[src/rtl/branch_redirect_ctrl_if.sv]
// Signal bundle between the EX-stage pipeline and the branch redirect controller.
// master drives EX operands and fetch/memory status; slave is the controller.
interface branch_redirect_ctrl_if #(
  parameter int CNT_W = 16
);
  logic             ex_valid;
  logic [2:0]       branch_sel;
  logic             eq;
  logic             lt;
  logic             ltu;
  logic [31:0]      target;
  logic             fetch_busy;
  logic             mem_stall;
  logic             cnt_clr;
  logic             pc_sel;
  logic [31:0]      pc_target;
  logic             flush_ifid;
  logic             flush_idex;
  logic             stall_req;
  logic             misalign;
  logic [CNT_W-1:0] br_cnt;
  logic [CNT_W-1:0] taken_cnt;

  modport master (
    output ex_valid, branch_sel, eq, lt, ltu, target, fetch_busy, mem_stall, cnt_clr,
    input  pc_sel, pc_target, flush_ifid, flush_idex, stall_req, misalign, br_cnt, taken_cnt
  );

  modport slave (
    input  ex_valid, branch_sel, eq, lt, ltu, target, fetch_busy, mem_stall, cnt_clr,
    output pc_sel, pc_target, flush_ifid, flush_idex, stall_req, misalign, br_cnt, taken_cnt
  );
endinterface

[src/rtl/branch_redirect_ctrl.sv]
// EX-stage branch resolver: issues a one-cycle registered PC redirect, flushes the
// wrong-path stages, holds the target while fetch is busy, and counts branches.
module branch_redirect_ctrl #(
  parameter int FLUSH_CYCLES = 2,
  parameter int CNT_W        = 16
) (
  input logic                   clk,
  input logic                   rst_n,
  branch_redirect_ctrl_if.slave bus
);
  localparam int FC_W = (FLUSH_CYCLES > 1) ? $clog2(FLUSH_CYCLES) : 1;
  localparam logic [FC_W-1:0] FC_LOAD = FC_W'(FLUSH_CYCLES - 1);

  typedef enum logic [1:0] {IDLE, PENDING, FLUSH} state_t;

  state_t           state, state_next;
  logic             pc_sel, pc_sel_next;
  logic [31:0]      pc_target, pc_target_next;
  logic [31:0]      held_target, held_target_next;
  logic             flush, flush_next;
  logic             misalign, misalign_next;
  logic [FC_W-1:0]  flush_cnt, flush_cnt_next;
  logic [CNT_W-1:0] br_cnt, taken_cnt;
  logic             taken, resolve, aligned, is_cond;

  always_comb begin
    taken = 1'b0;
    case (bus.branch_sel)
      3'd1:    taken = bus.eq;
      3'd2:    taken = !bus.eq;
      3'd3:    taken = bus.lt;
      3'd4:    taken = !bus.lt;
      3'd5:    taken = bus.ltu;
      3'd6:    taken = !bus.ltu;
      3'd7:    taken = 1'b1;
      default: taken = 1'b0;
    endcase
  end

  assign aligned = (bus.target[1:0] == 2'b00);
  assign is_cond = (bus.branch_sel != 3'd0) && (bus.branch_sel != 3'd7);
  assign resolve = bus.ex_valid && !bus.mem_stall && (state == IDLE) && (bus.branch_sel != 3'd0);

  always_comb begin
    state_next       = state;
    pc_sel_next      = 1'b0;
    pc_target_next   = pc_target;
    held_target_next = held_target;
    flush_next       = 1'b0;
    misalign_next    = 1'b0;
    flush_cnt_next   = flush_cnt;
    case (state)
      IDLE: begin
        if (resolve && taken) begin
          if (!aligned) begin
            misalign_next = 1'b1;
          end else if (!bus.fetch_busy) begin
            pc_sel_next    = 1'b1;
            pc_target_next = bus.target;
            flush_next     = 1'b1;
            flush_cnt_next = FC_LOAD;
            state_next     = FLUSH;
          end else begin
            held_target_next = bus.target;
            state_next       = PENDING;
          end
        end
      end
      PENDING: begin
        if (!bus.fetch_busy) begin
          pc_sel_next    = 1'b1;
          pc_target_next = held_target;
          flush_next     = 1'b1;
          flush_cnt_next = FC_LOAD;
          state_next     = FLUSH;
        end
      end
      FLUSH: begin
        // A frozen pipeline keeps the wrong-path instructions in place, so the count waits.
        flush_next = 1'b1;
        if (!bus.mem_stall) begin
          if (flush_cnt == '0) begin
            flush_next = 1'b0;
            state_next = IDLE;
          end else begin
            flush_cnt_next = flush_cnt - 1'b1;
          end
        end
      end
      default: state_next = IDLE;
    endcase
  end

  always_ff @(posedge clk or negedge rst_n) begin
    if (!rst_n) begin
      state       <= IDLE;
      pc_sel      <= 1'b0;
      pc_target   <= '0;
      held_target <= '0;
      flush       <= 1'b0;
      misalign    <= 1'b0;
      flush_cnt   <= '0;
    end else begin
      state       <= state_next;
      pc_sel      <= pc_sel_next;
      pc_target   <= pc_target_next;
      held_target <= held_target_next;
      flush       <= flush_next;
      misalign    <= misalign_next;
      flush_cnt   <= flush_cnt_next;
    end
  end

  always_ff @(posedge clk or negedge rst_n) begin
    if (!rst_n) begin
      br_cnt    <= '0;
      taken_cnt <= '0;
    end else if (bus.cnt_clr) begin
      br_cnt    <= '0;
      taken_cnt <= '0;
    end else if (resolve && is_cond) begin
      if (br_cnt != '1) br_cnt <= br_cnt + 1'b1;
      if (taken && (taken_cnt != '1)) taken_cnt <= taken_cnt + 1'b1;
    end
  end

  assign bus.stall_req  = rst_n && ((state == PENDING) ||
                                    (resolve && taken && aligned && bus.fetch_busy));
  assign bus.pc_sel     = pc_sel;
  assign bus.pc_target  = pc_target;
  assign bus.flush_ifid = flush;
  assign bus.flush_idex = flush;
  assign bus.misalign   = misalign;
  assign bus.br_cnt     = br_cnt;
  assign bus.taken_cnt  = taken_cnt;
endmodule

[src/flat_wrapper.sv]
// flat-port wrapper written by rule: the top's interface ports become plain ports
module branch_redirect_ctrl_flat 
#(
  parameter int FLUSH_CYCLES = 2,
  parameter int CNT_W        = 16
)
  (clk, rst_n, bus_ex_valid, bus_branch_sel, bus_eq, bus_lt, bus_ltu, bus_target, bus_fetch_busy, bus_mem_stall, bus_cnt_clr, bus_pc_sel, bus_pc_target, bus_flush_ifid, bus_flush_idex, bus_stall_req, bus_misalign, bus_br_cnt, bus_taken_cnt);
  branch_redirect_ctrl_if #(.CNT_W(CNT_W)) bus_i ();
  input logic clk;
  input logic rst_n;
  input wire logic [$bits(bus_i.ex_valid)-1:0] bus_ex_valid;
  input wire logic [$bits(bus_i.branch_sel)-1:0] bus_branch_sel;
  input wire logic [$bits(bus_i.eq)-1:0] bus_eq;
  input wire logic [$bits(bus_i.lt)-1:0] bus_lt;
  input wire logic [$bits(bus_i.ltu)-1:0] bus_ltu;
  input wire logic [$bits(bus_i.target)-1:0] bus_target;
  input wire logic [$bits(bus_i.fetch_busy)-1:0] bus_fetch_busy;
  input wire logic [$bits(bus_i.mem_stall)-1:0] bus_mem_stall;
  input wire logic [$bits(bus_i.cnt_clr)-1:0] bus_cnt_clr;
  output wire logic [$bits(bus_i.pc_sel)-1:0] bus_pc_sel;
  output wire logic [$bits(bus_i.pc_target)-1:0] bus_pc_target;
  output wire logic [$bits(bus_i.flush_ifid)-1:0] bus_flush_ifid;
  output wire logic [$bits(bus_i.flush_idex)-1:0] bus_flush_idex;
  output wire logic [$bits(bus_i.stall_req)-1:0] bus_stall_req;
  output wire logic [$bits(bus_i.misalign)-1:0] bus_misalign;
  output wire logic [$bits(bus_i.br_cnt)-1:0] bus_br_cnt;
  output wire logic [$bits(bus_i.taken_cnt)-1:0] bus_taken_cnt;
  assign bus_i.ex_valid = bus_ex_valid;
  assign bus_i.branch_sel = bus_branch_sel;
  assign bus_i.eq = bus_eq;
  assign bus_i.lt = bus_lt;
  assign bus_i.ltu = bus_ltu;
  assign bus_i.target = bus_target;
  assign bus_i.fetch_busy = bus_fetch_busy;
  assign bus_i.mem_stall = bus_mem_stall;
  assign bus_i.cnt_clr = bus_cnt_clr;
  assign bus_pc_sel = bus_i.pc_sel;
  assign bus_pc_target = bus_i.pc_target;
  assign bus_flush_ifid = bus_i.flush_ifid;
  assign bus_flush_idex = bus_i.flush_idex;
  assign bus_stall_req = bus_i.stall_req;
  assign bus_misalign = bus_i.misalign;
  assign bus_br_cnt = bus_i.br_cnt;
  assign bus_taken_cnt = bus_i.taken_cnt;
  branch_redirect_ctrl #(.FLUSH_CYCLES(FLUSH_CYCLES), .CNT_W(CNT_W)) u_core (.clk(clk), .rst_n(rst_n), .bus(bus_i));
endmodule
[config.mk]
export PLATFORM = sky130hd
export DESIGN_NAME = branch_redirect_ctrl_flat
export DESIGN_NICKNAME = d
export VERILOG_FILES = /design/src/rtl/branch_redirect_ctrl_if.sv /design/src/rtl/branch_redirect_ctrl.sv /design/src/flat_wrapper.sv
export SDC_FILE = /design/constraint.sdc
export NUM_CORES = 1
export LEC_CHECK = 0
export BUFFER_PORTS_ARGS = -buffer_cell sky130_fd_sc_hd__buf_2
export CAP_MARGIN = 40
export CORE_MARGIN = 8
export CORE_UTILIZATION = 30
export CTS_CLUSTER_SIZE = 24
export DETAILED_ROUTE_END_ITERATION = 10
export PLACE_DENSITY = 0.47
export SETUP_SLACK_MARGIN = 0.5
export SYNTH_ARGS = -nofsm -noshare
export SYNTH_HDL_FRONTEND = slang
export SYNTH_SLANG_ARGS = --single-unit
[constraint.sdc]
create_clock -name clk -period 3.06 [get_ports clk]
set_input_delay 0 -clock clk [delete_from_list [all_inputs] [get_ports clk]]
set_output_delay 0 -clock clk [all_outputs]
set_load 0.005 [all_outputs]
==> run_summary.xml <==
<?xml version="1.0" encoding="UTF-8"?>
<metrics>
  <group name="route">
    <metric name="avgRoutedWirePerCell" unit="um">15.0</metric>
    <metric name="dr.first_iter.drc_count" unit="">94</metric>
    <metric name="detailedRoute.firstPassIterationCount" unit="">4</metric>
    <metric name="routed-via-count" unit="">3605</metric>
    <metric name="routed_wirelength" unit="um">11900</metric>
    <metric name="route.detailed.vias_per_inst" unit="">4.55</metric>
    <metric name="detail-route-antenna-nets" unit="">0</metric>
    <metric name="drcViolationCount" unit="">0</metric>
  </group>
  <group name="critical_path">
    <metric name="end_kind" unit="">output pin</metric>
    <metric name="worst-endpoint-required" unit="ns">3.06</metric>
    <metric name="worstRegToRegCells" unit="">6</metric>
    <metric name="critical_path_top_delay_cell" unit="">sky130_fd_sc_hd__dfrtp_1</metric>
    <metric name="path_depth" unit="">7</metric>
    <metric name="cp_cell_sequence" unit="">nor4b_4 -&gt; nand3_1 -&gt; nor4_4 -&gt; nand2_2 -&gt; buf_4 -&gt; a21boi_0 -&gt; buf_2</metric>
    <metric name="cp_max_fo" unit="">33</metric>
    <metric name="setup.worst_path.start_class" unit="">flop</metric>
    <metric name="critical_path_buf_inv_count" unit="">2</metric>
    <metric name="critical_path_arrival" unit="ns">2.40</metric>
    <metric name="critPathTopFamily" unit="">simple AND/OR/NAND/NOR gates</metric>
    <metric name="worstSetupPathType" unit="">reg -&gt; out</metric>
    <metric name="timing.critical_path.slowest_cell_delay" unit="ns">0.47</metric>
  </group>
  <group name="yosys">
    <metric name="netlist.top_cell.by_area" unit="">sky130_fd_sc_hd__dfrtp_1</metric>
    <metric name="synth_fp_nets" unit="">473</metric>
    <metric name="yosys_register_bits" unit="">102</metric>
    <metric name="netlist_instances" unit="">427</metric>
    <metric name="yosysTopAreaCellShare" unit="%">53.5</metric>
    <metric name="count_of_flip_flops_with_a_built_in_enable_after_synthesis" unit="">0</metric>
    <metric name="dominantRegCellSynth" unit="">sky130_fd_sc_hd__dfrtp_1</metric>
    <metric name="syn_area" unit="mm2">0.00477</metric>
    <metric name="yosysWarningCount" unit="">0</metric>
    <metric name="avgSynthCellArea" unit="um2">11.2</metric>
    <metric name="synthTopCellsByArea" unit="">sky130_fd_sc_hd__dfrtp_1 53%, sky130_fd_sc_hd__mux2i_1 7.6%, sky130_fd_sc_hd__mux2_2 7.3%</metric>
    <metric name="number_of_distinct_library_cells_after_synthesis" unit="">46</metric>
    <metric name="share_of_synthesized_registers_carrying_an_async_set_or_reset" unit="%">100</metric>
    <metric name="seq_area_frac_synth" unit="%">53.5</metric>
  </group>
  <group name="clock_network">
    <metric name="cts_num_sinks" unit="">102</metric>
    <metric name="clk_pin_slew" unit="ns">0.07</metric>
    <metric name="clockRootBuffer" unit="">sky130_fd_sc_hd__clkbuf_16</metric>
    <metric name="cts_inserted_buffers" unit="">9</metric>
    <metric name="tritoncts" unit="">yes</metric>
    <metric name="max-clock-path-buffers" unit="">2</metric>
    <metric name="cts_htree_levels" unit="">3</metric>
    <metric name="insertion_delay" unit="ns">0.35</metric>
  </group>
  <group name="timing">
    <metric name="period_needed" unit="ns">2.40</metric>
    <metric name="unrepaired_setup_endpoints_after_global_routing" unit="">no</metric>
    <metric name="hold_violations" unit="">0</metric>
    <metric name="report.final.setup_viol" unit="">0</metric>
    <metric name="finalCritPeriodShare" unit="%">78.3</metric>
    <metric name="worst_case_setup_margin_in_the_final_layout" unit="ns">0.665</metric>
    <metric name="setup_total_negative_slack" unit="ns">0</metric>
    <metric name="max-slew-margin-rel" unit="%">54.9</metric>
    <metric name="tightestPinTransition" unit="ns">0.676</metric>
    <metric name="slew_violations" unit="">0</metric>
    <metric name="final.setup_skew" unit="ns">0.00651</metric>
    <metric name="maxClockFrequency" unit="MHz">417</metric>
  </group>
  <group name="die">
    <metric name="floorplan.initialDensity" unit="%">30.4</metric>
    <metric name="die_area" unit="mm2">0.0202</metric>
    <metric name="fp.coreArea" unit="mm2">0.0157</metric>
    <metric name="die_y" unit="um">142</metric>
    <metric name="floorplan.die.width" unit="um">142</metric>
    <metric name="i_o_pins" unit="">113</metric>
    <metric name="fp-row-count" unit="">46</metric>
  </group>
  <group name="placement">
    <metric name="gp_congestion" unit="">0.735</metric>
    <metric name="place_area" unit="mm2">0.00558</metric>
    <metric name="dpl_worst_slack" unit="ns">0.743</metric>
    <metric name="numPortBuffers" unit="">112</metric>
    <metric name="post-dp-hpwl" unit="um">8190</metric>
  </group>
  <group name="global_routing">
    <metric name="grt_start_max_net_pins" unit="">61</metric>
    <metric name="first_global_vias" unit="">3844</metric>
    <metric name="global_route.usage.total" unit="%">12.1</metric>
    <metric name="globalRouteMet3Util" unit="%">3.59</metric>
    <metric name="use_met1" unit="%">14.5</metric>
    <metric name="grt_first_pass_wirelength" unit="um">19500</metric>
    <metric name="routing_layer_with_the_top_usage_in_global_route" unit="">met2</metric>
    <metric name="antenna_found_initial" unit="">0</metric>
    <metric name="gr-usage-met2" unit="%">20.4</metric>
    <metric name="globalRouteOverflowTotal" unit="">0</metric>
  </group>
  <group name="cells_and_area">
    <metric name="fin_nets" unit="">617</metric>
    <metric name="final_area" unit="mm2">0.00629</metric>
    <metric name="antenna-diode-count" unit="">0</metric>
    <metric name="area_growth" unit="%">31.9</metric>
    <metric name="layout-drive-gt1-share" unit="%">31.9</metric>
  </group>
  <group name="hold_path">
    <metric name="number_of_cells_on_the_worst_hold_path" unit="">4</metric>
    <metric name="worst_hold_path_type" unit="">in -&gt; reg</metric>
  </group>
  <group name="run">
    <metric name="cap_viol_max_count" unit="">0</metric>
  </group>
  <group name="power_and_ir_drop">
    <metric name="cellLeakagePower" unit="nW">2.90</metric>
    <metric name="power.total" unit="mW">3.65</metric>
    <metric name="ir_drop" unit="mV">0.303</metric>
    <metric name="powerDensity" unit="mW/mm2">580</metric>
  </group>
  <group name="outcome">
    <metric name="outcome" unit="">finished clean</metric>
  </group>
</metrics>
[Yosys cell counts (all sizes together), types with 3 or more instances]
| master | n |
|---|---|
| dfrtp | 102 |
| nand2 | 46 |
| nor2 | 42 |
| o21ai | 37 |
| mux2i | 36 |
| mux2 | 32 |
| xnor2 | 20 |
| nand3 | 15 |
| clkbuf | 11 |
| nor3 | 11 |
| buf | 9 |
| a21oi | 6 |
| nor4 | 6 |
| nand4 | 5 |
| inv | 4 |
| nand2b | 4 |
| nor2b | 4 |
| xor2 | 4 |
| and2 | 3 |
| nor4b | 3 |
| or3 | 3 |
[kinds of logic after synthesis]
group	count (synthesis)	share of synthesized area [%]
simple gates	155	18.1
xor+xnor	24	4.40
flops	102	53.5
mux	68	15.2
buf+inv	24	2.31
fa+ha+maj	2	0.524
compound gates	52	6.03
[flip-flops by register name (all words and copies together), names as in the netlist]
signal	flops
u_core.bus.taken_cnt	16
u_core.bus.pc_sel	1
u_core.bus.misalign	1
u_core.bus.pc_target	32
u_core.bus.br_cnt	16
u_core.state	2
u_core.flush_cnt	1
u_core.held_target	32
u_core.bus.flush_idex	1
[final cells by class]
class | instances | area [um2]
Timing Repair Buffer | 153 | 971
Inverter | 4 | 15.0
Sequential cell | 102 | 2550
Fill cell | 1543 | 9420
Clock buffer | 9 | 225
Clock inverter | 7 | 120
Tap cell | 216 | 270
Multi-Input combinational cell | 301 | 2140
[per-layer routing]
layer / routed length, um / up-vias / share of wire, %
met4: 127 / 0 / 1.1
li1: - / 1774 / -
met1: 5350 / 1745 / 45
met5: 0 / - / 0
met2: 5740 / 77 / 48
met3: 647 / 9 / 5.5
[power by group]
group	switching [mW]	internal (mW)
registers	0.132	1.60
logic	0.274	0.308
clock network	0.535	0.805
total	0.941	2.71
[through the flow]
stage	util [%]	hold slack [ns]	cells
5_1_grt	40.1	0.0656	792
4_1_cts	40.0	0.0362	791
6_report	40.1	0.0586	792
3_5_place_dp	35.5	0.0463	740
3_3_place_gp	35.5	0.0411	740
2_1_floorplan	-	-0.296	427
[placed cells by master, fill, tap and decap left out, types with 3 or more instances in the layout]
cell type                       netlist  routed
sky130_fd_sc_hd__bufinv_16            0       3
sky130_fd_sc_hd__clkbuf_16            0       9
sky130_fd_sc_hd__buf_2                7     111
sky130_fd_sc_hd__a21oi_1              6       6
sky130_fd_sc_hd__dfrtp_1            102     102
sky130_fd_sc_hd__nor4b_4              3       3
sky130_fd_sc_hd__buf_4                1       6
sky130_fd_sc_hd__and2_1               3       3
sky130_fd_sc_hd__or3_1                3       3
sky130_fd_sc_hd__nor4_4               2       3
sky130_fd_sc_hd__inv_1                4       4
sky130_fd_sc_hd__nand4_1              5       5
sky130_fd_sc_hd__nand3_1             15      15
sky130_fd_sc_hd__nor2b_1              4       3
sky130_fd_sc_hd__nor4_1               3       3
sky130_fd_sc_hd__dlygate4sd3_1        0      35
sky130_fd_sc_hd__nand2b_1             4       4
sky130_fd_sc_hd__mux2_2              31      31
sky130_fd_sc_hd__nor2_1              42      42
sky130_fd_sc_hd__nor3_1               9       9
sky130_fd_sc_hd__xor2_1               4       4
sky130_fd_sc_hd__xnor2_1             20      20
sky130_fd_sc_hd__mux2i_1             36      36
sky130_fd_sc_hd__nand2_1             45      44
sky130_fd_sc_hd__o21ai_0             35      35
[worst reg2reg max path, stage by stage (launching register included)]
cell and delay (ns):
sky130_fd_sc_hd__dfrtp_1 0.47, sky130_fd_sc_hd__nor4b_4 0.38, sky130_fd_sc_hd__nand2_2 0.11, sky130_fd_sc_hd__or4b_4 0.58, sky130_fd_sc_hd__nor3_4 0.25, sky130_fd_sc_hd__nand3_1 0.13, sky130_fd_sc_hd__mux2_4 0.31
[worst paths after layout]
kind	from	end	slack, ns
min in group asynchronous	rst_n	u_core.bus.br_cnt[15]$_DFFE_PN0P_	0.20
setup / recovery	u_core.state[0]$_DFFE_PN0P_	bus_stall_req	0.66
setup reg to reg	u_core.state[0]$_DFFE_PN0P_	u_core.bus.taken_cnt[9]$_DFFE_PN0P_	0.73
max in group asynchronous	rst_n	u_core.bus.pc_target[14]$_DFFE_PN0P_	2.12
hold reg to reg	u_core.bus.pc_target[9]$_DFFE_PN0P_	u_core.bus.pc_target[9]$_DFFE_PN0P_	0.48
hold / removal	bus_ex_valid	u_core.bus.misalign$_DFF_PN0_	0.06
[repair_timing]
item,4_1_cts,5_1_grt
hold buffers,35,0
buffers inserted,0,1
endpoints found under the hold margin,107,0
gates resized for setup,0,1
setup endpoints to repair,0,1
No activity file was read; power rests on OpenSTA's default activity.
